==> config.mk <==
export PLATFORM = sky130hd
export DESIGN_NAME = operand_reducer
export DESIGN_NICKNAME = d
export VERILOG_FILES = /design/src/rtl/reducer_pkg.sv /design/src/rtl/reducer_alu.sv /design/src/rtl/operand_reducer.sv
export SDC_FILE = /design/constraint.sdc
export NUM_CORES = 1
export LEC_CHECK = 0
export ABC_AREA = 1
export ABC_CLOCK_PERIOD_IN_PS = 3800
export BUFFER_PORTS_ARGS = -buffer_cell sky130_fd_sc_hd__buf_4
export CAP_MARGIN = 20
export CORE_MARGIN = 2
export CORE_UTILIZATION = 24
export DETAILED_ROUTE_END_ITERATION = 16
export PLACE_DENSITY_LB_ADDON = 0.05
export SYNTH_ARGS = -nofsm -noshare
export SYNTH_HDL_FRONTEND = slang
export SYNTH_SLANG_ARGS = --single-unit
==> constraint.sdc <==
create_clock -name clk -period 3.8 [get_ports clk]
set_input_delay 0.38 -clock clk [delete_from_list [all_inputs] [get_ports clk]]
set_output_delay 0.38 -clock clk [all_outputs]
set_load 0.05 [all_outputs]
==> src/rtl/reducer_pkg.sv <==
// -----------------------------------------------------------------------------
// reducer_pkg
// Shared types for the operand_reducer slice.
//   mode_e  : reduction operation select (add / subtract / unsigned min / max)
//   state_e : sequencing states of the reducer FSM
// No ports.
// -----------------------------------------------------------------------------
package reducer_pkg;

  typedef enum logic [1:0] {
    MODE_ADD = 2'b00,
    MODE_SUB = 2'b01,
    MODE_MIN = 2'b10,
    MODE_MAX = 2'b11
  } mode_e;

  typedef enum logic [1:0] {
    IDLE = 2'd0,
    RUN  = 2'd1,
    DONE = 2'd2
  } state_e;

endpackage

==> src/rtl/reducer_alu.sv <==
// -----------------------------------------------------------------------------
// reducer_alu
// Purely combinational step function of the reducer: f(acc, operand, mode).
// Add/subtract wrap modulo 2^WIDTH; min/max compare unsigned.
// Optional feature macro: REDUCER_OVF_EN -- when defined, o_carry reports the
// add carry-out / subtract borrow of this step (0 for min/max); when undefined
// the o_carry port and all carry logic are absent.
// Ports:
//   i_acc     in  WIDTH  running accumulator
//   i_operand in  WIDTH  next operand
//   i_mode    in  mode_e operation select
//   o_result  out WIDTH  step result
//   o_carry   out 1      carry/borrow of this step (REDUCER_OVF_EN only)
// -----------------------------------------------------------------------------
module reducer_alu
  import reducer_pkg::*;
#(
  parameter int unsigned WIDTH = 4
) (
  input  logic [WIDTH-1:0] i_acc,
  input  logic [WIDTH-1:0] i_operand,
  input  mode_e            i_mode,
  output logic [WIDTH-1:0] o_result
`ifdef REDUCER_OVF_EN
  ,
  output logic             o_carry
`endif
);

  always_comb begin
    o_result = i_acc;
`ifdef REDUCER_OVF_EN
    o_carry  = 1'b0;
`endif
    case (i_mode)
`ifdef REDUCER_OVF_EN
      // One extra bit catches the carry; for subtraction it becomes 1 exactly
      // when the difference wraps (borrow).
      MODE_ADD: {o_carry, o_result} = {1'b0, i_acc} + {1'b0, i_operand};
      MODE_SUB: {o_carry, o_result} = {1'b0, i_acc} - {1'b0, i_operand};
`else
      MODE_ADD: o_result = i_acc + i_operand;
      MODE_SUB: o_result = i_acc - i_operand;
`endif
      MODE_MIN: o_result = (i_operand < i_acc) ? i_operand : i_acc;
      MODE_MAX: o_result = (i_operand > i_acc) ? i_operand : i_acc;
      default:  o_result = i_acc;
    endcase
  end

endmodule

==> src/rtl/operand_reducer.sv <==
// -----------------------------------------------------------------------------
// operand_reducer
// Folds NUM_OPS packed WIDTH-bit operands into one result, one operand per
// clock, using the operation captured at start. Result appears on out with a
// one-cycle valid pulse; busy covers RUN and DONE.
// Optional feature macro: REDUCER_OVF_EN -- sticky carry/borrow flag on ovf;
// when undefined ovf is tied low.
// Ports:
//   clk    in  1               rising-edge clock
//   reset  in  1               asynchronous active-high reset
//   inputs in  WIDTH*NUM_OPS   packed operands, operand 0 in the LSBs
//   mode   in  2               00 add, 01 sub, 10 unsigned min, 11 unsigned max
//   start  in  1               request, sampled only in IDLE
//   busy   out 1               high in RUN and DONE
//   out    out WIDTH           registered result, held until next DONE/reset
//   valid  out 1               one-cycle pulse with a new result
//   ovf    out 1               carry/borrow seen during the current result
// -----------------------------------------------------------------------------
module operand_reducer
  import reducer_pkg::*;
#(
  parameter int unsigned WIDTH   = 4,
  parameter int unsigned NUM_OPS = 6
) (
  input  logic                     clk,
  input  logic                     reset,
  input  logic [WIDTH*NUM_OPS-1:0] inputs,
  input  logic [1:0]               mode,
  input  logic                     start,
  output logic                     busy,
  output logic [WIDTH-1:0]         out,
  output logic                     valid,
  output logic                     ovf
);

  localparam int unsigned      IW       = $clog2(NUM_OPS + 1);
  localparam logic [IW-1:0]    LAST_IDX = IW'(NUM_OPS - 1);

  state_e                   r_state;
  state_e                   w_next_state;
  mode_e                    r_mode;
  logic [WIDTH*NUM_OPS-1:0] r_inputs;
  logic [WIDTH-1:0]         r_acc;
  logic [IW-1:0]            r_idx;
  logic [WIDTH-1:0]         r_out;

  logic [WIDTH-1:0]         w_ops [NUM_OPS];
  logic [WIDTH-1:0]         w_operand;
  logic [WIDTH-1:0]         w_result;
  logic                     w_last;

`ifdef REDUCER_OVF_EN
  logic                     w_carry;
  logic                     r_carry;  // sticky carry across steps in flight
  logic                     r_ovf;    // published with out
`endif

  // Unpack the captured word so the operand mux indexes a plain array.
  for (genvar k = 0; k < NUM_OPS; k++) begin : g_unpack
    assign w_ops[k] = r_inputs[k*WIDTH +: WIDTH];
  end

  always_comb begin
    w_operand = w_ops[0];
    for (int unsigned k = 0; k < NUM_OPS; k++) begin
      if (r_idx == IW'(k)) begin
        w_operand = w_ops[k];
      end
    end
  end

  assign w_last = (r_idx == LAST_IDX);

  reducer_alu #(
    .WIDTH (WIDTH)
  ) u_alu (
    .i_acc     (r_acc),
    .i_operand (w_operand),
    .i_mode    (r_mode),
    .o_result  (w_result)
`ifdef REDUCER_OVF_EN
    ,
    .o_carry   (w_carry)
`endif
  );

  // ---------------------------------------------------------------------------
  // FSM: state register
  // ---------------------------------------------------------------------------
  always_ff @(posedge clk or posedge reset) begin
    if (reset) begin
      r_state <= IDLE;
    end else begin
      r_state <= w_next_state;
    end
  end

  // ---------------------------------------------------------------------------
  // FSM: next-state logic
  // ---------------------------------------------------------------------------
  always_comb begin
    w_next_state = r_state;
    case (r_state)
      IDLE: begin
        if (start) begin
          w_next_state = (NUM_OPS > 1) ? RUN : DONE;
        end
      end
      RUN: begin
        if (w_last) begin
          w_next_state = DONE;
        end
      end
      DONE:    w_next_state = IDLE;
      default: w_next_state = IDLE;
    endcase
  end

  // ---------------------------------------------------------------------------
  // FSM: outputs decoded from the state register
  // ---------------------------------------------------------------------------
  always_comb begin
    busy  = (r_state != IDLE);
    valid = (r_state == DONE);
  end

  // ---------------------------------------------------------------------------
  // Datapath registers
  // ---------------------------------------------------------------------------
  always_ff @(posedge clk or posedge reset) begin
    if (reset) begin
      r_mode   <= MODE_ADD;
      r_inputs <= '0;
      r_acc    <= '0;
      r_idx    <= '0;
      r_out    <= '0;
    end else begin
      case (r_state)
        IDLE: begin
          if (start) begin
            r_mode   <= mode_e'(mode);
            r_inputs <= inputs;
            r_acc    <= inputs[WIDTH-1:0];
            r_idx    <= IW'(1);
            if (NUM_OPS == 1) begin
              r_out <= inputs[WIDTH-1:0];
            end
          end
        end
        RUN: begin
          r_acc <= w_result;
          r_idx <= r_idx + IW'(1);
          if (w_last) begin
            r_out <= w_result;
          end
        end
        default: ;
      endcase
    end
  end

`ifdef REDUCER_OVF_EN
  always_ff @(posedge clk or posedge reset) begin
    if (reset) begin
      r_carry <= 1'b0;
      r_ovf   <= 1'b0;
    end else begin
      case (r_state)
        IDLE: begin
          if (start) begin
            r_carry <= 1'b0;
            r_ovf   <= 1'b0;
          end
        end
        RUN: begin
          r_carry <= r_carry | w_carry;
          // Include this step's carry directly so the flag lands with out.
          if (w_last) begin
            r_ovf <= r_carry | w_carry;
          end
        end
        default: ;
      endcase
    end
  end

  assign ovf = r_ovf;
`else
  assign ovf = 1'b0;
`endif

  assign out = r_out;

endmodule

### Yosys cells after proc, flatten, opt, wreduce, memory -nomap -nowiden

Cells that the tools add are included.

* register bits: 39

* add/sub/neg operators: 3
* order comparisons: 2
* eq/ne operators: 12
* muxes and demuxes: 15
* reduce and logical (&&, ||, !) cells: 8

Operator list (number)
* $mux 4: 8
* $pmux 4 s4: 1
* $pmux 4 s2: 1
* $reduce_and 2->1: 4
* $eq 2x2->1 const B: 3
* $eq 3x2->1 const B: 2
* $eq 3x3->1 const B: 2
* $pmux 3 s2: 1
* $add 4x4->4: 1
* $eq 2x1->1 const B: 2
* $gt 4x4->1: 1
* $logic_not 2->1: 2
* $lt 4x4->1: 1
* $mux 2: 2
* $ne 2x2->1 const B: 2
* $pmux 2 s2: 1
* $reduce_bool 2->1: 2
* $sub 4x4->4: 1
* $add 3x1->3 const B: 1
* $eq 3x1->1 const B: 1
* $mux 3: 1

### Logic depth before layout (Yosys ltp)

Gate-level depths: netlist of the first run.

* depth in word-level cells: 10
* mapped depth: 24

### By module

Synthesis of the first run repeated with hierarchy kept, for this count alone.

* cell total of the unflattened synthesis: 324
* area total of the unflattened synthesis: 2379.8 sq um

By module, submodules not included
* operand_reducer: times used 1, cells each 239, area each 1868.0 sq um, seq. area each 975.9 sq um
* reducer_alu: times used 1, cells each 85, area each 511.7 sq um, seq. area each 0.0 sq um

### Worst setup path before layout of the first run

No wires, ideal clock.

* path kind: register to register
* from: reg r_idx[1]
* to: reg r_out[3] (netlist: out[3])
* setup time: 0.118 ns
* data arrival time: 2.607 ns
* setup slack: 1.075 ns
* cell stages (with the launch flop): 24
* path buffers: 0
* period minus slack after synthesis: 2.725 ns
* path through: dfrtp_1 inv_1 ha_1 nand2_1 nand2_1 nand3_1 nand2_1 nand2_1 nand2_1 nand2_1 nand2_1 inv_1 ha_1 fa_1 nor2_2 nor2_4 nor2_4 inv_4 nand3_1 nand2_1 a21oi_2 nand2_2 nand3_1 nand2_1

* cells in the longest elaborated chain, start to end: 9
* elaborated cells on any way between the ends: 18

RTL lines
* start, declared: line operand_reducer.sv:44 `logic [IW-1:0] r_idx;`
* start signal, assigned: line operand_reducer.sv:152 `r_idx <= r_idx + IW'(1);`
* $eq 3x1->1: line operand_reducer.sv:66 `if (r_idx == IW'(k)) begin`
* $mux 4 (5 in a row): line operand_reducer.sv:66
* $gt 4x4->1 or $lt 4x4->1 (tied branches): line reducer_alu.sv:46, reducer_alu.sv:45
* $mux 4 (on tied branches): line reducer_alu.sv:46, reducer_alu.sv:45
* $pmux 4 s4: line reducer_alu.sv:35 `case (i_mode)`
* end signal, assigned: line operand_reducer.sv:146 `r_out <= inputs[WIDTH-1:0];`
* end signal, assigned: line operand_reducer.sv:154 `r_out <= w_result;`
* end, declared: line operand_reducer.sv:45 `logic [WIDTH-1:0] r_out;`

Several ways; a longest one is shown, not always the timed one.
A chain may end at the register's enable or synchronous reset.

### Worst setup path after layout of the first run

Same ends and word-level chain as after synthesis.

==> out/metrics.yaml, run 1 <==
die:
  start_util_pct: 24.6
  core_mm2: 0.00968
  io_pins: 36
  die_height_um: 104
  num_rows: 36
  dieArea_mm2: 0.0107
  dieWidth_um: 104
synthesis:
  yosysMostFrequentCell: "nand2_1"
  synth_top_cell_area_share_pct: 41.0
  yosys_warnings: 0
  synth_compound_area_share_pct: 7.79
  synth_flop_cell: "dfrtp_1"
  synth_top_family_by_area: "simple AND/OR/NAND/NOR gates"
  syn-num-nets: 373
  ys_top_cells_by_count: "132 x nand2_1, 40 x inv_1, 39 x dfrtp_1"
  synth-simple-area-share_pct: 33.7
  ys_async_sr_fraction_pct: 100
  synth_area_leader_cell: "dfrtp_1"
  seq_area_frac_synth_pct: 41.0
  ys_seq_elements: 39
  netlist_instances: 330
  syn_area_per_cell_um2: 7.21
  ys_types: 32
  syn_area_mm2: 0.00238
  synth_xor_area_share_pct: 0.368
  synth_area_leaders: "dfrtp_1 41%, nand2_1 21%, ha_1 6.3%"
  synth_fa_ha_area_share_pct: 8.00
  muxShareOfSynthArea_pct: 0
  synth_edf_count: 0
detailed_routing:
  ant_nets: 0
  wl_per_cell_um: 12.7
  drtIter0Drc: 78
  drcViolationCount: 0
  wl_met1_um: 3440
  top_layer: "met4"
  num_vias: 2042
  drt-vias-per-instance: 4.08
  wl_met3_um: 158
  drt_first_pass_iters: 4
  wl_um: 6380
  wl_met2_um: 2720
layout:
  layout.nets: 410
  antenna_cells: 0
  syn_to_final_growth_pct: 20.9
  drive_gt1_share_pct: 17.7
  fin_util_pct: 29.7
sta:
  fin_tns_setup_ns: 0
  period_share_pct: 84.9
  finalMaxSlewViolations: 0
  final-setup-viol-count: 0
  tightest_slew_ns: 0.516
  fin_skew_ns: 0.00440
  fmax_mhz: 310
  relSlewSlack_pct: 65.5
  hold_viol: 0
  rsz0062_at_grt: "false"
  fin_crit_ns: 3.23
clock_tree:
  holdBufCountCts: 0
  cts_setup_buffers: 0
  clockBufferDepth: 2
  root_buffer: "clkbuf_8"
  clkTransAtPathRegs_ns: 0.09
  cts_tree: "done"
  htree_levels: 2
  ctsResizeCount: 0
  insertion_delay_ns: 0.29
  clock-sinks: 39
  cts_buffers: 5
grt:
  grt_remaining_overflow: 0
  grt_usage_pct: 12.7
  grt_pass1_vias: 2134
  antenna_found_initial: 0
  grt_max_degree: 40
  grt_pass1_wl_um: 10900
worst_setup_path:
  reg2reg_depth: 23
  cp_max_fo: 7
  r2r_slack_ns: 0.57
  critPathArrivalTime_ns: 3.42
  cp-end-kind: "register"
  cp-start-kind: "register"
  cp_data_required_time_ns: 3.99
  crit_type: "register to register"
  startpoint: "r_idx[1]"
  reg2reg_from: "r_idx[1]"
  timing.rr.end: "out[3]"
  endpoint: "out[3]"
flow_run:
  max_cap_viol_count: 0
outcome:
  outcome: "complete, no violations"
place:
  dp_hpwl_um: 4870
  numPortBuffers: 34
  gp_congestion: 0.841
hold_path:
  hold_path.class: "primary input to asynchronous set/reset pin"
[how the worst min path moves through the flow]
stage | startpoint | to
floorplan | r_inputs[15] | r_inputs[15]
detailed placement | r_inputs[7] | r_inputs[7]
global placement | r_inputs[7] | r_inputs[7]
global route | inputs[10] | r_inputs[10]
finish | reset | r_idx[0]
CTS | reset | out[1]
[sequential cells by signal (all words and copies together), names as in the netlist]
signal,cells
r_acc,4
r_idx,3
r_inputs,24
r_state,2
r_mode,2
out,4
[cell families after synthesis]
kind of cell             Yosys count
buffers and inverters             53
flip-flops                        39
adder cells (fa/ha/maj)           14
other                              1
AND/OR/NAND/NOR                  191
XOR/XNOR                           1
AO/OA/AOI/OAI                     31
[through the flow]
| stage | hold WS [ns] | instance area, um2 | std cells | setup WS (ns) |
|---|---|---|---|---|
| 2_1_floorplan | 0.449 | 2380 | 330 | 1.07 |
| 3_3_place_gp | 0.469 | 2780 | 493 | 0.492 |
| 3_5_place_dp | 0.471 | 2780 | 493 | 0.554 |
| 4_1_cts | 0.233 | 2880 | 501 | 0.526 |
| 5_1_grt | 0.261 | 2880 | 501 | 0.242 |
| 6_report | 0.211 | 2880 | 501 | 0.575 |
[area by class of cell]
class / count / area (um2)
Tap cell: 133 / 166
Clock buffer: 7 / 86.3
Fill cell: 1104 / 6810
Inverter: 47 / 179
Timing Repair Buffer: 36 / 270
Sequential cell: 39 / 976
Multi-Input combinational cell: 238 / 1190
Clock inverter: 1 / 8.76
[worst max-delay path, stage by stage (launching register included)]
cell     delay [ns]
dfrtp_1        0.41
inv_1          0.10
ha_1           0.30
nand2_1        0.14
nand2_1        0.08
nand3_1        0.07
nand2_1        0.08
nand2_1        0.05
nand2_1        0.06
nand2_1        0.05
nand2_1        0.10
inv_1          0.07
ha_1           0.21
fa_1           0.44
nor2_2         0.17
nor2_4         0.09
nor2_4         0.15
inv_4          0.06
nand3_1        0.08
nand2_1        0.07
a21oi_2        0.14
nand2_2        0.08
nand3_1        0.06
nand2_1        0.05
[per-layer routing]
metal	GRT usage, %	vias to the layer above
met1	18.4	930
met4	3.19	0
met3	2.52	5
met5	0	-
li1	-	1079
met2	19.5	28
[layout by cell type (no fill, tap or decap), types with 4 or more instances in the layout]
master and instances:
nand2_1 132, inv_1 40, dfrtp_1 39, buf_4 36, nand3_1 23, nor2_1 22, o21ai_0 20, ha_1 12
inv_2 6, clkbuf_8 6, nand2_2 4, a21oi_1 4
Power of run 1 is not shown: default switching activity piles up to over one toggle a cycle in this logic, so the estimate is an artifact.
==> run 2: changes to the inputs <==
--- a/config.mk
+++ b/config.mk
@@ -5,8 +5,8 @@
 export SDC_FILE = /design/constraint.sdc
 export NUM_CORES = 1
 export LEC_CHECK = 0
-export ABC_AREA = 1
-export ABC_CLOCK_PERIOD_IN_PS = 3800
+export ABC_AREA = 0
+export ABC_CLOCK_PERIOD_IN_PS = 3200
 export BUFFER_PORTS_ARGS = -buffer_cell sky130_fd_sc_hd__buf_4
 export CAP_MARGIN = 20
 export CORE_MARGIN = 2
==> constraint.sdc (replaced) <==
create_clock -name clk -period 3.2 [get_ports clk]
set_input_delay 0.32 -clock clk [delete_from_list [all_inputs] [get_ports clk]]
set_output_delay 0.32 -clock clk [all_outputs]
set_load 0.05 [all_outputs]
==> out/metrics.yaml, run 2 <==
outcome:
  outcome: "finished with violations"
  violations: "setup timing"
synthesis:
  ys_seq_elements: 39
  yosys_warnings: 0
  synth_area_leader_cell: "dfrtp_1"
  ys_async_sr_fraction_pct: 100
  seq_area_frac_synth_pct: 41.5
  ys_top_cells_by_count: "39 x dfrtp_1, 24 x mux2_2, 18 x nand2_1"
  synth_top_family_by_area: "compound AO/OA/AOI/OAI gates"
  synth_fa_ha_area_share_pct: 8.09
  synth-simple-area-share_pct: 14.5
  syn_area_mm2: 0.00235
  synth_top_cell_area_share_pct: 41.5
  synth_area_leaders: "dfrtp_1 42%, mux2_2 12%, ha_1 6.4%"
  synth_xor_area_share_pct: 1.12
  ys_types: 55
  muxShareOfSynthArea_pct: 11.9
  synth_flop_cell: "dfrtp_1"
  synth_compound_area_share_pct: 17.5
  syn-num-nets: 270
  netlist_instances: 227
  syn_area_per_cell_um2: 10.4
  synth_edf_count: 0
  yosysMostFrequentCell: "dfrtp_1"
detailed_routing:
  drtIter0Drc: 65
  drt-vias-per-instance: 4.57
  ant_nets: 0
  wl_per_cell_um: 15.6
  wl_um: 6650
  num_vias: 1950
  drcViolationCount: 0
  drt_first_pass_iters: 4
sta:
  fmax_mhz: 312
  finalHoldWorstSlack_ns: 0.157
  final-setup-viol-count: 1
  rsz0062_at_grt: "true"
  finalMaxSlewViolations: 0
  fin_skew_ns: 0.00581
  tightest_slew_ns: 0.688
  fin_tns_setup_ns: -0.00204
  fin_crit_ns: 3.20
  hold_viol: 0
  period_share_pct: 100
  relSlewSlack_pct: 54.1
  setup_ws_ns: -0.00204
grt:
  grt_pass1_wl_um: 10600
  grt_remaining_overflow: 0
  grt_max_degree: 40
  grt_pass1_vias: 1995
  antenna_found_initial: 0
  grt_usage_pct: 13.3
place:
  place_area_mm2: 0.00295
  gp_congestion: 0.780
  dp_hpwl_um: 4730
  place_ws_ns: -0.193
  numPortBuffers: 34
layout:
  regMostFlops: "r_inputs"
  largest_reg_flops: 24
  syn_to_final_growth_pct: 39.7
  layout_common_cells: "71 x buf_4, 38 x dfrtp_1, 24 x mux2_2"
  finalInstanceArea_mm2: 0.00328
  drive_gt1_share_pct: 48.6
  final_common_cell: "buf_4"
  antenna_cells: 0
  layout.nets: 336
  fill_cells: 1008
clock_tree:
  clkTransAtPathRegs_ns: 0.08
  insertion_delay_ns: 0.30
  clockBufferDepth: 2
  clock-sinks: 39
  htree_levels: 2
  holdBufCountCts: 0
  cts_tree: "done"
  cts_buffers: 5
  root_buffer: "clkbuf_8"
hold_path:
  hold_path.class: "primary input to asynchronous set/reset pin"
worst_setup_path:
  cp-end-kind: "register"
  cp_max_fo: 6
  cp-start-kind: "register"
  cp_data_required_time_ns: 3.37
  critPathArrivalTime_ns: 3.37
  crit_type: "register to register"
die:
  num_rows: 36
  core_mm2: 0.00964
  die_height_um: 103
  dieArea_mm2: 0.0106
  start_util_pct: 24.4
  dieWidth_um: 103
  io_pins: 36
flow_run:
  max_cap_viol_count: 0
==> run 2: cell types whose count changed in the layout (fill, tap and decap cells not counted), sizes merged, moves of 20 or more <==
| cell | previous run | this run |
|---|---|---|
| mux2 | 0 | 24 |
| nand3 | 24 | 4 |
| inv | 47 | 12 |
| nor2 | 25 | 4 |
| nand2 | 137 | 18 |
| buf | 36 | 75 |
==> run 2: critical path: stages, from the launching register on <==
cell      delay (ns)
dfrtp_1         0.44
buf_6           0.14
ha_4            0.17
and4bb_1        0.19
a2111o_1        0.38
a32o_2          0.31
fa_2            0.37
nor3b_2         0.22
buf_4           0.15
nor2_4          0.04
a211o_1         0.29
a32oi_2         0.28
o31ai_2         0.10
==> run 2: what timing repair did <==
action / 4_1_cts / 5_1_grt
gates cloned: 0 / 0
pin swaps: 8 / 20
gates resized for setup: 21 / 19
endpoints found under the hold margin: 0 / 0
buffers inserted: 4 / 5
endpoints found under the setup margin: 8 / 8
==> run 2: layer usage <==
metal | global-route usage [%] | wire length, um
met1 | 17.5 | 3080
met2 | 22.4 | 3330
met3 | 3.39 | 185
met4 | 2.43 | 62
met5 | 0 | 0
==> run 2: layout make-up <==
cell class              instances  area [um2]  area share, %
multi-input cells             160        1430           43.6
flip-flops and latches         39         977           29.8
repair buffers                 75         578           17.6
well taps                     133         166           5.07
clock buffers                   6        72.6           2.21
inverters                      12        45.0           1.37
clock inverters                 2        12.5          0.381
==> run 2: kinds of logic (layout without fill, tap and decap cells) <==
| logic type | after synthesis | in the layout |
|---|---|---|
| buf+inv | 28 | 95 |
| mux | 25 | 25 |
| compound gates | 58 | 58 |
| other cells | 1 | 1 |
| flops | 39 | 39 |
| simple gates | 59 | 59 |
| fa+ha+maj | 14 | 14 |
| xor+xnor | 3 | 3 |
==> run 2: path summary, 6_finish.rpt <==
check	from	endpoint	slack (ns)	depth (start not counted)
max	r_idx[0]	out[1]	-0.002	12
min	reset	r_state[1]	0.16	3
max in group asynchronous	reset	r_idx[1]	2.65	3
max reg2reg	r_idx[0]	out[1]	-0.002	12
min reg2reg	r_inputs[17]	r_inputs[17]	0.52	1
min in group clk	mode[0]	r_mode[0]	0.22	3
==> run 2: stage by stage <==
step / instances / utilization [%]
4_1_cts: 422 / 32.8
3_3_place_gp: 410 / 30.6
5_1_grt: 427 / 34.1
2_1_floorplan: 227 / -
3_5_place_dp: 410 / 30.6
6_report: 427 / 34.1
Power of run 2 is left out for the same reason.
==> run 3: changes to the inputs <==
--- a/config.mk
+++ b/config.mk
@@ -13,6 +13,7 @@
 export CORE_UTILIZATION = 24
 export DETAILED_ROUTE_END_ITERATION = 16
 export PLACE_DENSITY_LB_ADDON = 0.05
+export RECOVER_POWER = 100
 export SYNTH_ARGS = -nofsm -noshare
 export SYNTH_HDL_FRONTEND = slang
 export SYNTH_SLANG_ARGS = --single-unit
==> constraint.sdc (replaced) <==
create_clock -name clk -period 3.2 [get_ports clk]
set_input_delay 0.16 -clock clk [delete_from_list [all_inputs] [get_ports clk]]
set_output_delay 0.16 -clock clk [all_outputs]
set_load 0.05 [all_outputs]
==> out/metrics.yaml, run 3 (synthesized netlist as in run 2, its figures left out) <==
sta:
  finalMaxSlewViolations: 40
  hold_viol: 0
  rsz0062_at_grt: "true"
  fin_skew_ns: 0.00589
  fmax_mhz: 313
  relSlewSlack_pct: -49.5
  tightest_slew_ns: 2.24
  period_share_pct: 100
  final-setup-viol-count: 0
  fin_crit_ns: 3.20
worst_setup_path:
  cp-start-kind: "register"
  critPathArrivalTime_ns: 3.37
  slowest_delay_ns: 0.44
  crit_type: "register to register"
  reg2reg_from: "r_idx[0]"
  cp_max_fo: 6
  crit_family: "compound AO/OA/AOI/OAI gates"
  critPathSlowestCell: "dfrtp_1"
  cp_data_required_time_ns: 3.37
  cp-end-kind: "register"
  path_cells: "buf_6 -> ha_4 -> and4bb_1 -> a2111o_1 -> a32o_2 -> fa_2 -> nor3b_2 -> buf_4 -> nor2_4 -> a211o_1 -> a32oi_2 -> o31ai_2"
  timing.rr.end: "out[1]"
  reg2reg_depth: 12
  critPathBufInv: 2
  r2r_slack_ns: 0.00008
outcome:
  violations: "capacitance limit, slew limit"
  outcome: "finished with violations"
die:
  dieWidth_um: 103
  die_height_um: 103
  io_pins: 36
  dieArea_mm2: 0.0106
  start_util_pct: 24.4
  num_rows: 36
  core_mm2: 0.00964
layout:
  layout_common_cells: "63 x buf_4, 38 x dfrtp_1, 24 x mux2_2"
  fin_util_pct: 33.7
  final_common_cell: "buf_4"
  layout.nets: 336
  drive_gt1_share_pct: 45.9
  fin_cells: 427
  largest_reg_flops: 24
  syn_to_final_growth_pct: 38.4
  regMostFlops: "r_inputs"
  antenna_cells: 0
grt:
  grt_usage_pct: 13.3
  grt_pass1_vias: 1995
  grt_max_degree: 40
  grt_pass1_wl_um: 10600
  grt_remaining_overflow: 0
  antenna_found_initial: 0
hold_path:
  min_path_cells: 3
  min_to: "r_mode[0]"
  min_from: "mode[0]"
  hold_path.class: "primary input to register"
detailed_routing:
  wl_um: 6650
  drcViolationCount: 0
  drt_first_pass_iters: 4
  wl_per_cell_um: 15.6
  ant_nets: 0
  drt-vias-per-instance: 4.59
  drtIter0Drc: 68
  num_vias: 1960
clock_tree:
  htree_levels: 2
  clockBufferDepth: 2
  clock-sinks: 39
  cts_buffers: 5
  clkTransAtPathRegs_ns: 0.08
  insertion_delay_ns: 0.30
  cts_tree: "done"
  holdBufCountCts: 0
  root_buffer: "clkbuf_8"
place:
  numPortBuffers: 34
  dp_hpwl_um: 4730
  gp_congestion: 0.780
  dp_cells: 410
flow_run:
  max_cap_viol_count: 1
run 3: cell types whose count changed in the layout (fill, tap and decap cells not counted):
cell | before | now
buf_4 | 71 | 63
clkbuf_4 | 0 | 1
nor3b_2 | 2 | 1
clkbuf_1 | 1 | 8
nor3b_1 | 2 | 3
run 3: stage by stage:
stage	cell area, um2	setup slack [ns]	hold slack [ns]	setup TNS (ns)
after detailed placement	2950	-0.193	0.340	-1.01
final	3250	0.0000846	0.0637	0
after floorplan	2360	0.0189	0.277	0
after global placement	2950	-0.255	0.346	-1.40
after CTS	3160	0.00407	0.0163	0
after global routing	3250	-0.0991	0.0630	-0.470
run 3: cell type report:
cell class                 count  area [um2]
tap                          133         166
inverter                      12        45.0
clock inverter                 2        12.5
clock buffer                   6        72.6
fill                        1013        6390
sequential                    39         977
timing repair buffer          75         552
multi-input combinational    160        1430
run 3: what timing repair did:
item	CTS	global route
resized for setup	21	19
buffers inserted	4	5
pin swaps	8	20
endpoints found under the hold margin	0	0
setup endpoints to repair	8	8
run 3: worst register-to-register path: cells and delay by family (launching register included):
| kind | cells | cell delay (ns) |
|---|---|---|
| compound gates | 5 | 1.36 |
| fa+ha+maj | 2 | 0.54 |
| simple gates | 3 | 0.45 |
| flops | 1 | 0.44 |
| buf+inv | 2 | 0.29 |
run 3: layer usage:
metal  part of all wire [%]  wire [um]  GRT usage (%)
met1                     46       3080           17.5
met2                     50       3320           22.4
met3                    2.9        190           3.39
met4                   0.93         62           2.43
met5                      0          0              0
run 3: worst max-delay path by stage:
stage	from	to	cells after the start
4_1_cts	r_idx[0]	r_acc[1]	15
2_1_floorplan	r_idx[0]	out[1]	12
5_1_grt	r_idx[1]	out[1]	13
6_report	r_idx[0]	out[1]	12
3_5_place_dp	r_idx[1]	r_acc[1]	13
3_3_place_gp	r_idx[1]	r_acc[1]	13
Power of run 3 is left out for the same reason.
